## config.mk

```make
export PLATFORM = sky130hd
export DESIGN_NAME = mhd_monitor
export DESIGN_NICKNAME = d
export VERILOG_FILES = /design/src/rtl/mhd_pkg.sv /design/src/rtl/mhd_popcount.sv /design/src/rtl/mhd_monitor.sv
export SDC_FILE = /design/constraint.sdc
export NUM_CORES = 1
export LEC_CHECK = 0
export CAP_MARGIN = 10
export CORE_MARGIN = 3
export CORE_UTILIZATION = 40
export DETAILED_ROUTE_END_ITERATION = 7
export PLACE_DENSITY = 0.67
export SLEW_MARGIN = 40
export SYNTH_ARGS = -nofsm -noshare
export SYNTH_HDL_FRONTEND = slang
export SYNTH_SLANG_ARGS = --single-unit
```

## constraint.sdc

```tcl
create_clock -name clk -period 5.5 [get_ports clk]
set_input_delay 1.65 -clock clk [delete_from_list [all_inputs] [get_ports clk]]
set_output_delay 1.65 -clock clk [all_outputs]
set_load 0.01 [all_outputs]
```

## src/rtl/mhd_pkg.sv

```systemverilog
// Shared definitions for the Hamming-distance monitor and the miter flow:
// result-width helper, a widest-case hd typedef and the error predicate.
package mhd_pkg;

  // Widest operand the monitor is meant to handle.
  localparam int MAX_WIDTH = 64;

  // Bits needed to hold a popcount of a w-bit vector (0..w inclusive).
  function automatic int hd_width(input int w);
    return $clog2(w + 1);
  endfunction

  localparam int HD_MAX_W = $clog2(MAX_WIDTH + 1);

  // Container wide enough for any hd produced by a legal WIDTH.
  typedef logic [HD_MAX_W-1:0] hd_max_t;

  // Unsigned threshold test: a sample is in error when its distance exceeds mhd.
  function automatic logic hd_exceeds(input int unsigned hd_val, input int unsigned mhd);
    return hd_val > mhd;
  endfunction

endpackage

```

## src/rtl/mhd_popcount.sv

```systemverilog
// Combinational popcount of a WIDTH-bit vector; result is exact at HD_W bits.
module mhd_popcount
  import mhd_pkg::*;
#(
  parameter  int WIDTH = 16,
  localparam int HD_W  = hd_width(WIDTH)
) (
  input  logic [WIDTH-1:0] x,
  output logic [HD_W-1:0]  count
);

  // Ripple sum of the set bits; HD_W always covers the maximum value WIDTH.
  always_comb begin
    count = '0;
    for (int i = 0; i < WIDTH; i++) begin
      count = count + HD_W'(x[i]);
    end
  end

endmodule

```

## src/rtl/mhd_monitor.sv

```systemverilog
// Hamming-distance monitor between an exact and an approximate operand.
// Two-stage pipeline (S1: a^b, S2: hd/err) with valid/ready handshakes on
// both sides, saturating sample/error counters and an optional max-hd
// register built only when MHD_MONITOR_MAXHD_EN is defined.
module mhd_monitor
  import mhd_pkg::*;
#(
  parameter  int          WIDTH = 16,
  parameter  int unsigned MHD   = 5,
  parameter  int          CNT_W = 32,
  localparam int          HD_W  = hd_width(WIDTH)
) (
  input  logic             clk,
  input  logic             rst,
  input  logic             clear,
  input  logic             in_valid,
  output logic             in_ready,
  input  logic [WIDTH-1:0] a,
  input  logic [WIDTH-1:0] b,
  output logic             out_valid,
  input  logic             out_ready,
  output logic [HD_W-1:0]  hd,
  output logic             err,
  output logic [CNT_W-1:0] sample_cnt,
  output logic [CNT_W-1:0] err_cnt,
  output logic [HD_W-1:0]  max_hd
);

  logic             s1_valid_q, s1_valid_d;
  logic [WIDTH-1:0] s1_x_q, s1_x_d;
  logic             s2_valid_q, s2_valid_d;
  logic [HD_W-1:0]  s2_hd_q, s2_hd_d;
  logic             s2_err_q, s2_err_d;
  logic [CNT_W-1:0] sample_cnt_q, sample_cnt_d;
  logic [CNT_W-1:0] err_cnt_q, err_cnt_d;

  logic [HD_W-1:0]  pc_hd;
  logic             pc_err;
  logic             s2_ready;
  logic             res_acc;

  mhd_popcount #(.WIDTH(WIDTH)) u_popcount (
    .x     (s1_x_q),
    .count (pc_hd)
  );

  // A threshold at or above WIDTH can never be exceeded.
  if (MHD >= WIDTH) begin : g_err_off
    assign pc_err = 1'b0;
  end else begin : g_err_cmp
    assign pc_err = hd_exceeds(32'(pc_hd), MHD);
  end

  // S2 can take new data when empty or when its result leaves this cycle;
  // S1 in turn can take input when empty or when it moves into S2.
  assign s2_ready  = !s2_valid_q || out_ready;
  assign in_ready  = !s1_valid_q || s2_ready;
  assign res_acc   = s2_valid_q && out_ready;

  assign out_valid  = s2_valid_q;
  assign hd         = s2_hd_q;
  assign err        = s2_err_q;
  assign sample_cnt = sample_cnt_q;
  assign err_cnt    = err_cnt_q;

  // Pipeline advance: data registers load only with valid data, so a
  // stalled S2 keeps hd/err stable.
  always_comb begin
    s1_valid_d = s1_valid_q;
    s1_x_d     = s1_x_q;
    s2_valid_d = s2_valid_q;
    s2_hd_d    = s2_hd_q;
    s2_err_d   = s2_err_q;
    if (s2_ready) begin
      s2_valid_d = s1_valid_q;
      if (s1_valid_q) begin
        s2_hd_d  = pc_hd;
        s2_err_d = pc_err;
      end
    end
    if (in_ready) begin
      s1_valid_d = in_valid;
      if (in_valid) begin
        s1_x_d = a ^ b;
      end
    end
  end

  // Saturating statistics; clear beats a result accepted in the same cycle.
  always_comb begin
    sample_cnt_d = sample_cnt_q;
    err_cnt_d    = err_cnt_q;
    if (clear) begin
      sample_cnt_d = '0;
      err_cnt_d    = '0;
    end else if (res_acc) begin
      if (sample_cnt_q != '1) begin
        sample_cnt_d = sample_cnt_q + CNT_W'(1);
      end
      if (s2_err_q && (err_cnt_q != '1)) begin
        err_cnt_d = err_cnt_q + CNT_W'(1);
      end
    end
  end

  // State register: reset empties the pipeline and zeroes all statistics.
  always_ff @(posedge clk) begin
    if (rst) begin
      s1_valid_q   <= 1'b0;
      s1_x_q       <= '0;
      s2_valid_q   <= 1'b0;
      s2_hd_q      <= '0;
      s2_err_q     <= 1'b0;
      sample_cnt_q <= '0;
      err_cnt_q    <= '0;
    end else begin
      s1_valid_q   <= s1_valid_d;
      s1_x_q       <= s1_x_d;
      s2_valid_q   <= s2_valid_d;
      s2_hd_q      <= s2_hd_d;
      s2_err_q     <= s2_err_d;
      sample_cnt_q <= sample_cnt_d;
      err_cnt_q    <= err_cnt_d;
    end
  end

`ifdef MHD_MONITOR_MAXHD_EN
  logic [HD_W-1:0] max_hd_q, max_hd_d;

  // Running maximum of accepted distances, zeroed by clear.
  always_comb begin
    max_hd_d = max_hd_q;
    if (clear) begin
      max_hd_d = '0;
    end else if (res_acc && (s2_hd_q > max_hd_q)) begin
      max_hd_d = s2_hd_q;
    end
  end

  // Max register update.
  always_ff @(posedge clk) begin
    if (rst) begin
      max_hd_q <= '0;
    end else begin
      max_hd_q <= max_hd_d;
    end
  end

  assign max_hd = max_hd_q;
`else
  assign max_hd = '0;
`endif

endmodule

```

==> flow_metrics.tcl, run 1 <==
set metrics [dict create \
    clockBufferDepth 2 \
    min_to "hd[3]" \
    post_cts_resized 0 \
    hold_path_class "flip-flop to flip-flop" \
    fin_tns_setup_ns 0 \
    cp-startpoint "out_ready" \
    clock-sinks 88 \
    dp_hpwl_um 8650 \
    fin_util_pct 54.6 \
    crit_buf_inv 2 \
    start_util_pct 41.9 \
    slew_headroom_pct 48.1 \
    power_density_nw_per_um2 246 \
    synth_top_family_by_area "simple AND/OR/NAND/NOR gates" \
    path_cells "clkdlybuf4s50_1 > nor2b_1 > nand2_1 > clkdlybuf4s50_1" \
    fmax_mhz 216 \
    drt-initial-drc-count 316 \
    post-cts-setup-buffers 0 \
    yosysSeqAreaShare_pct 37.8 \
    drv_cap 0 \
    cpMostUsedCell "clkdlybuf4s50_1" \
    cp.required_ns 3.85 \
    routabilityCongestion 0.841 \
    ios 114 \
    cts.htree.levels 3 \
    wl_met2_um 5310 \
    rows 38 \
    worstSetupStartpointType "input port" \
    synth_mux_area_share_pct 0.430 \
    core_area_sq_um 11100 \
    synth_top_area_cell "dfxtp_1" \
    min_path_cells 2 \
    crit_fanout 5 \
    finalSetupViolCount 0 \
    ff2ff_setup_slack_ns 1.40 \
    antenna_cells 0 \
    drt.antenna.violating_nets 0 \
    finalHoldViolations 0 \
    overflow 0 \
    clockPowerShare_pct 38.2 \
    fin_crit_sh_pct 84.3 \
    outcome "finished, final reports clean" \
    grt_pass1_wl_um 19200 \
    cts_tree "done" \
    avgRoutedWirePerCell_um 14.5 \
    worstReg2RegStart "s1_x_q[0]" \
    intPower_mw 1.11 \
    syn_area_sq_um 4660 \
    first_pass_iters 5 \
    seqPwrFrac_pct 44.7 \
    cp.arrival_ns 2.99 \
    p_sw_uw 388 \
    rr_endpoint "err" \
    worst_pin_slew_ns 0.779 \
    synth_compound_area_share_pct 18.2 \
    track_usage_pct 17.9 \
    ys_types 49 \
    root_buffer "clkbuf_16" \
    synth_fa_ha_area_share_pct 6.17 \
    setup.worst_path.end_class "output pin" \
    wirelength_um 11500 \
    maxSlewViolCount 0 \
    hold_buffers 0 \
    wl_met3_um 697 \
    worstRegToRegCells 14 \
    synth-seq-cells 88 \
    io_buffers 108 \
    yosys_warnings 0 \
    grt_pass1_vias 4136 \
    cpPeakStageDelay_ns 0.50 \
    cts_buffers 9 \
    irDropWorstVdd_uv 159 \
    period_minus_slack_ns 4.64 \
    die_w_um 114 \
    hp-start "hd[3]" \
    synth_top_area_share_pct 37.8 \
    synth_simple_gate_area_share_pct 27.2 \
    crit_family "buffers and inverters" \
    worstSetupPathType "input port to output pin" \
    stdcell_area_sq_um 6080 \
    vias 4419 \
    drive_above_1_share_pct 4.43 \
    die_h_um 114 \
    swShare_pct 25.9 \
    avgSynthCellArea_sq_um 8.40 \
    via_per_inst 5.57 \
    synthTopCellsByArea "dfxtp_1 (38%), or3_1 (5.4%), a21oi_1 (4.7%)" \
    synthToLayoutAreaGrowth_pct 30.4 \
    p_comb_share_pct 17.1 \
    clk_latency_ns 0.33 \
    routed.top_layer "met4" \
    finClkSkew_ns 0.00630 \
    grt_max_degree 41 \
    power.leakage_nw 2.02 \
    dpl_cell_area_sq_um 5800 \
    rsz0062_at_grt "no" \
    synthXorXnorAreaFrac_pct 4.89 \
    dieArea_sq_um 13000 \
    netlist_instances 555 \
    layout.nets 704 \
    grt_antenna_before_repair 0 \
    clk_pin_slew_ns 0.06 \
    worst_path_max_delay_cell "clkdlybuf4s50_1" \
    met1_length_um 5440 \
    drc 0 \
]
## power groups by stage
stage,clock (mW),sequential [mW],combinational [mW]
floorplan,0,0.683,0.178
global placement,0,0.685,0.249
detailed placement,0,0.685,0.260
CTS,0.584,0.671,0.260
global route,0.615,0.672,0.290
finish,0.572,0.670,0.256
## Yosys cell counts, drive strengths merged
library cell	number
o21a	4
nor2b	5
a211oi	20
nand2	35
and2	4
and3	14
buf	10
fa	10
dfxtp	88
a31oi	1
or4	11
clkbuf	20
o31ai	7
a311oi	1
xor2	7
or2	1
inv	24
nor3	8
nor2	43
o311ai	1
a21oi	44
o21ai	41
ha	7
o31a	3
and4	13
o2111ai	3
nor4	5
or3	40
a31o	2
nand4	19
or4b	1
a211o	1
conb	1
a41o	1
nand2b	1
nor3b	1
o211ai	8
nand3	29
mux2i	2
xnor2	19
## through the flow
step	hold WS [ns]	worst slack, ns	std cells	total power [mW]
finish	0.499	0.865	794	1.50
global route	0.530	0.776	794	1.58
CTS	0.500	0.861	794	1.51
detailed placement	0.487	0.864	779	0.944
global placement	0.484	0.859	779	0.933
floorplan	0.478	1.56	559	0.861
## worst max path at each step
stage,cells past startpoint,slack [ns],to
final,4,0.86,in_ready
after CTS,4,0.86,in_ready
after detailed placement,4,0.86,in_ready
after floorplan,14,1.56,err
after global routing,4,0.78,in_ready
after global placement,4,0.86,in_ready
## per-layer routing
layer	global-route usage, %	up-vias
li1	-	2223
met4	6.10	0
met5	0	-
met1	23.5	2081
met3	4.19	4
met2	28.8	111
## layout by cell type, fill, tap and decap left out, drive strengths merged, types with 8 or more instances in the layout
cell	instances
a211oi	20
a21oi	44
and3	14
and4	13
clkbuf	12
clkdlybuf4s50	108
dfxtp	88
fa	10
inv	24
nand2	35
nand3	29
nand4	19
nor2	43
nor3	8
o211ai	8
o21ai	41
or3	40
or4	11
xnor2	19
## state kept, by name, indices dropped and copies added (netlist names)
name        flops
err             1
err_cnt        32
hd              5
out_valid       1
s1_valid_q      1
s1_x_q         16
sample_cnt     32
## tightest hold or removal path: stages, from the launching register on
cell	delay, ns
dfxtp_1	0.33
nand2b_1	0.07
a21oi_1	0.06
## cell type report
class	instances	area [sq um]
clock buffers	12	256
well taps	140	175
fillers	1052	5050
multi-input cells	417	2680
flip-flops and latches	88	1760
repair buffers	110	1100
inverters	24	90.1
clock inverters	3	17.5
## cells by family after synthesis
| group | after synthesis |
|---|---|
| flip-flops | 88 |
| other | 1 |
| multiplexers | 2 |
| buffers and inverters | 54 |
| AND/OR/NAND/NOR | 230 |
| AO/OA/AOI/OAI | 137 |
| XOR/XNOR | 26 |
| adder cells (fa/ha/maj) | 17 |
Note: power is estimated with default switching activity, not from simulation.
==> run 2, diff against run 1 <==
==> constraint.sdc (replaced) <==
create_clock -name clk -period 4.9 [get_ports clk]
set_input_delay 1.47 -clock clk [delete_from_list [all_inputs] [get_ports clk]]
set_output_delay 1.47 -clock clk [all_outputs]
set_load 0.01 [all_outputs]
==> run 2 against run 1 <==
Against the previous run:
- register-to-register slack got worse by 0.65 ns
- via count increased by 0.14%
- die area unchanged
- sequential power increased by 12%
- clock power increased by 20%
- setup slack got worse by 0.34 ns
- routed wire length increased by 1.9%
==> flow_metrics.tcl, run 2 (same netlist as run 1, synthesis figures left out) <==
set metrics [dict create \
    rsz0062_at_grt "no" \
    fin_tns_setup_ns 0 \
    worstReg2RegStart "s1_x_q[0]" \
    track_usage_pct 18.2 \
    post-cts-setup-buffers 0 \
    grt_max_degree 59 \
    core_area_sq_um 11100 \
    seqPwrFrac_pct 43.4 \
    routabilityCongestion 0.848 \
    dpl_cell_area_sq_um 5810 \
    via_per_inst 5.57 \
    maxSlewViolCount 0 \
    setup.worst_path.end_class "output pin" \
    hold_buffers 0 \
    drt.antenna.violating_nets 0 \
    path_cells "clkdlybuf4s50_1 > nor2b_1 > nand2_1 > clkdlybuf4s50_1" \
    io_buffers 108 \
    crit_fanout 5 \
    die_w_um 114 \
    final_cell_mix "clkdlybuf4s50_1 (108), dfxtp_1 (88), a21oi_1 (44)" \
    drv_cap 0 \
    ios 114 \
    crit_buf_inv 2 \
    start_util_pct 41.9 \
    worst_pin_slew_ns 0.808 \
    clock-sinks 88 \
    worst_path_max_delay_cell "clkdlybuf4s50_1" \
    irDropWorstVdd_uv 145 \
    antenna_cells 0 \
    period_minus_slack_ns 4.38 \
    layout_commonest_cell "clkdlybuf4s50_1" \
    vias 4425 \
    drt-initial-drc-count 309 \
    dieArea_sq_um 13000 \
    dp.cells 779 \
    layout.nets 704 \
    finalSetupViolCount 0 \
    rows 38 \
    post_cts_resized 0 \
    cp.arrival_ns 2.91 \
    p_sw_uw 441 \
    power_density_nw_per_um2 284 \
    fmax_mhz 228 \
    synthToLayoutAreaGrowth_pct 31.0 \
    finalHoldViolations 0 \
    clk_latency_ns 0.34 \
    overflow 0 \
    grt_pass1_vias 4189 \
    cts_tree "done" \
    hp-start "s1_x_q[3]" \
    clk_pin_slew_ns 0.06 \
    cts.htree.levels 3 \
    instances_no_fill 795 \
    power.leakage_nw 2.04 \
    stdcell_area_sq_um 6100 \
    finClkSkew_ns 0.00704 \
    clockPowerShare_pct 39.8 \
    grt_antenna_before_repair 0 \
    slew_headroom_pct 45.8 \
    first_pass_iters 5 \
    cpPeakStageDelay_ns 0.51 \
    fillers 1066 \
    cp-startpoint "out_ready" \
    cts_buffers 9 \
    hold_ws_ns 0.499 \
    die_h_um 114 \
    swShare_pct 25.5 \
    clockBufferDepth 2 \
    drive_above_1_share_pct 4.43 \
    p_comb_share_pct 16.8 \
    wirelength_um 11700 \
    crit_family "buffers and inverters" \
    cpMostUsedCell "clkdlybuf4s50_1" \
    intPower_mw 1.29 \
    worstSetupStartpointType "input port" \
    worstSetupPathType "input port to output pin" \
    cp.required_ns 3.43 \
    outcome "finished, final reports clean" \
    drc 0 \
    root_buffer "clkbuf_16" \
    avgRoutedWirePerCell_um 14.8 \
    fin_crit_sh_pct 89.3 \
    grt_pass1_wl_um 19600 \
    hold_path_class "flip-flop to flip-flop" \
    dp_hpwl_um 8500 \
]
==> run 2: worst paths after layout <==
kind,end,slack (ns),cells past startpoint
max,in_ready,0.52,4
min,s1_x_q[3],0.50,2
max reg2reg,err,0.75,14
min reg2reg,s1_x_q[3],0.50,2
==> run 2: cell type report <==
| class | instances | area [sq um] | area share, % |
|---|---|---|---|
| multi-input combinational | 417 | 2680 | 43.9 |
| clock inverter | 5 | 56.3 | 0.922 |
| clock buffer | 11 | 243 | 3.98 |
| tap | 140 | 175 | 2.87 |
| timing repair buffer | 110 | 1100 | 18.0 |
| sequential | 88 | 1760 | 28.9 |
| inverter | 24 | 90.1 | 1.48 |
==> run 2: per-stage QoR <==
step                      power [mW]  setup WS [ns]  utilization, %
final                           1.73          0.523            54.9
after global routing            1.82          0.433            54.9
after CTS                       1.75          0.520            54.9
after detailed placement        1.06          0.608            52.2
after global placement          1.04          0.599            52.1
after floorplan                0.966          0.962               -
==> run 2: tightest hold or removal path, cell delays in order (launching register included) <==
cell and delay (ns):
dfxtp_1 0.31, nor2_1 0.09, a211oi_1 0.05
==> run 2: power groups by stage <==
stage / combinational, mW / clock [mW] / sequential, mW
floorplan: 0.200 / 0 / 0.767
detailed placement: 0.295 / 0 / 0.767
CTS: 0.296 / 0.703 / 0.752
finish: 0.292 / 0.688 / 0.751
global placement: 0.276 / 0 / 0.767
global route: 0.332 / 0.731 / 0.754
==> run 2: routing by layer <==
metal | global-route usage [%] | vias to the layer above | routed length, um
met5 | 0 | - | 0
met4 | 5.86 | 0 | 140
met3 | 3.87 | 9 | 739
met2 | 30.7 | 140 | 5540
met1 | 23.2 | 2054 | 5320
li1 | - | 2222 | -
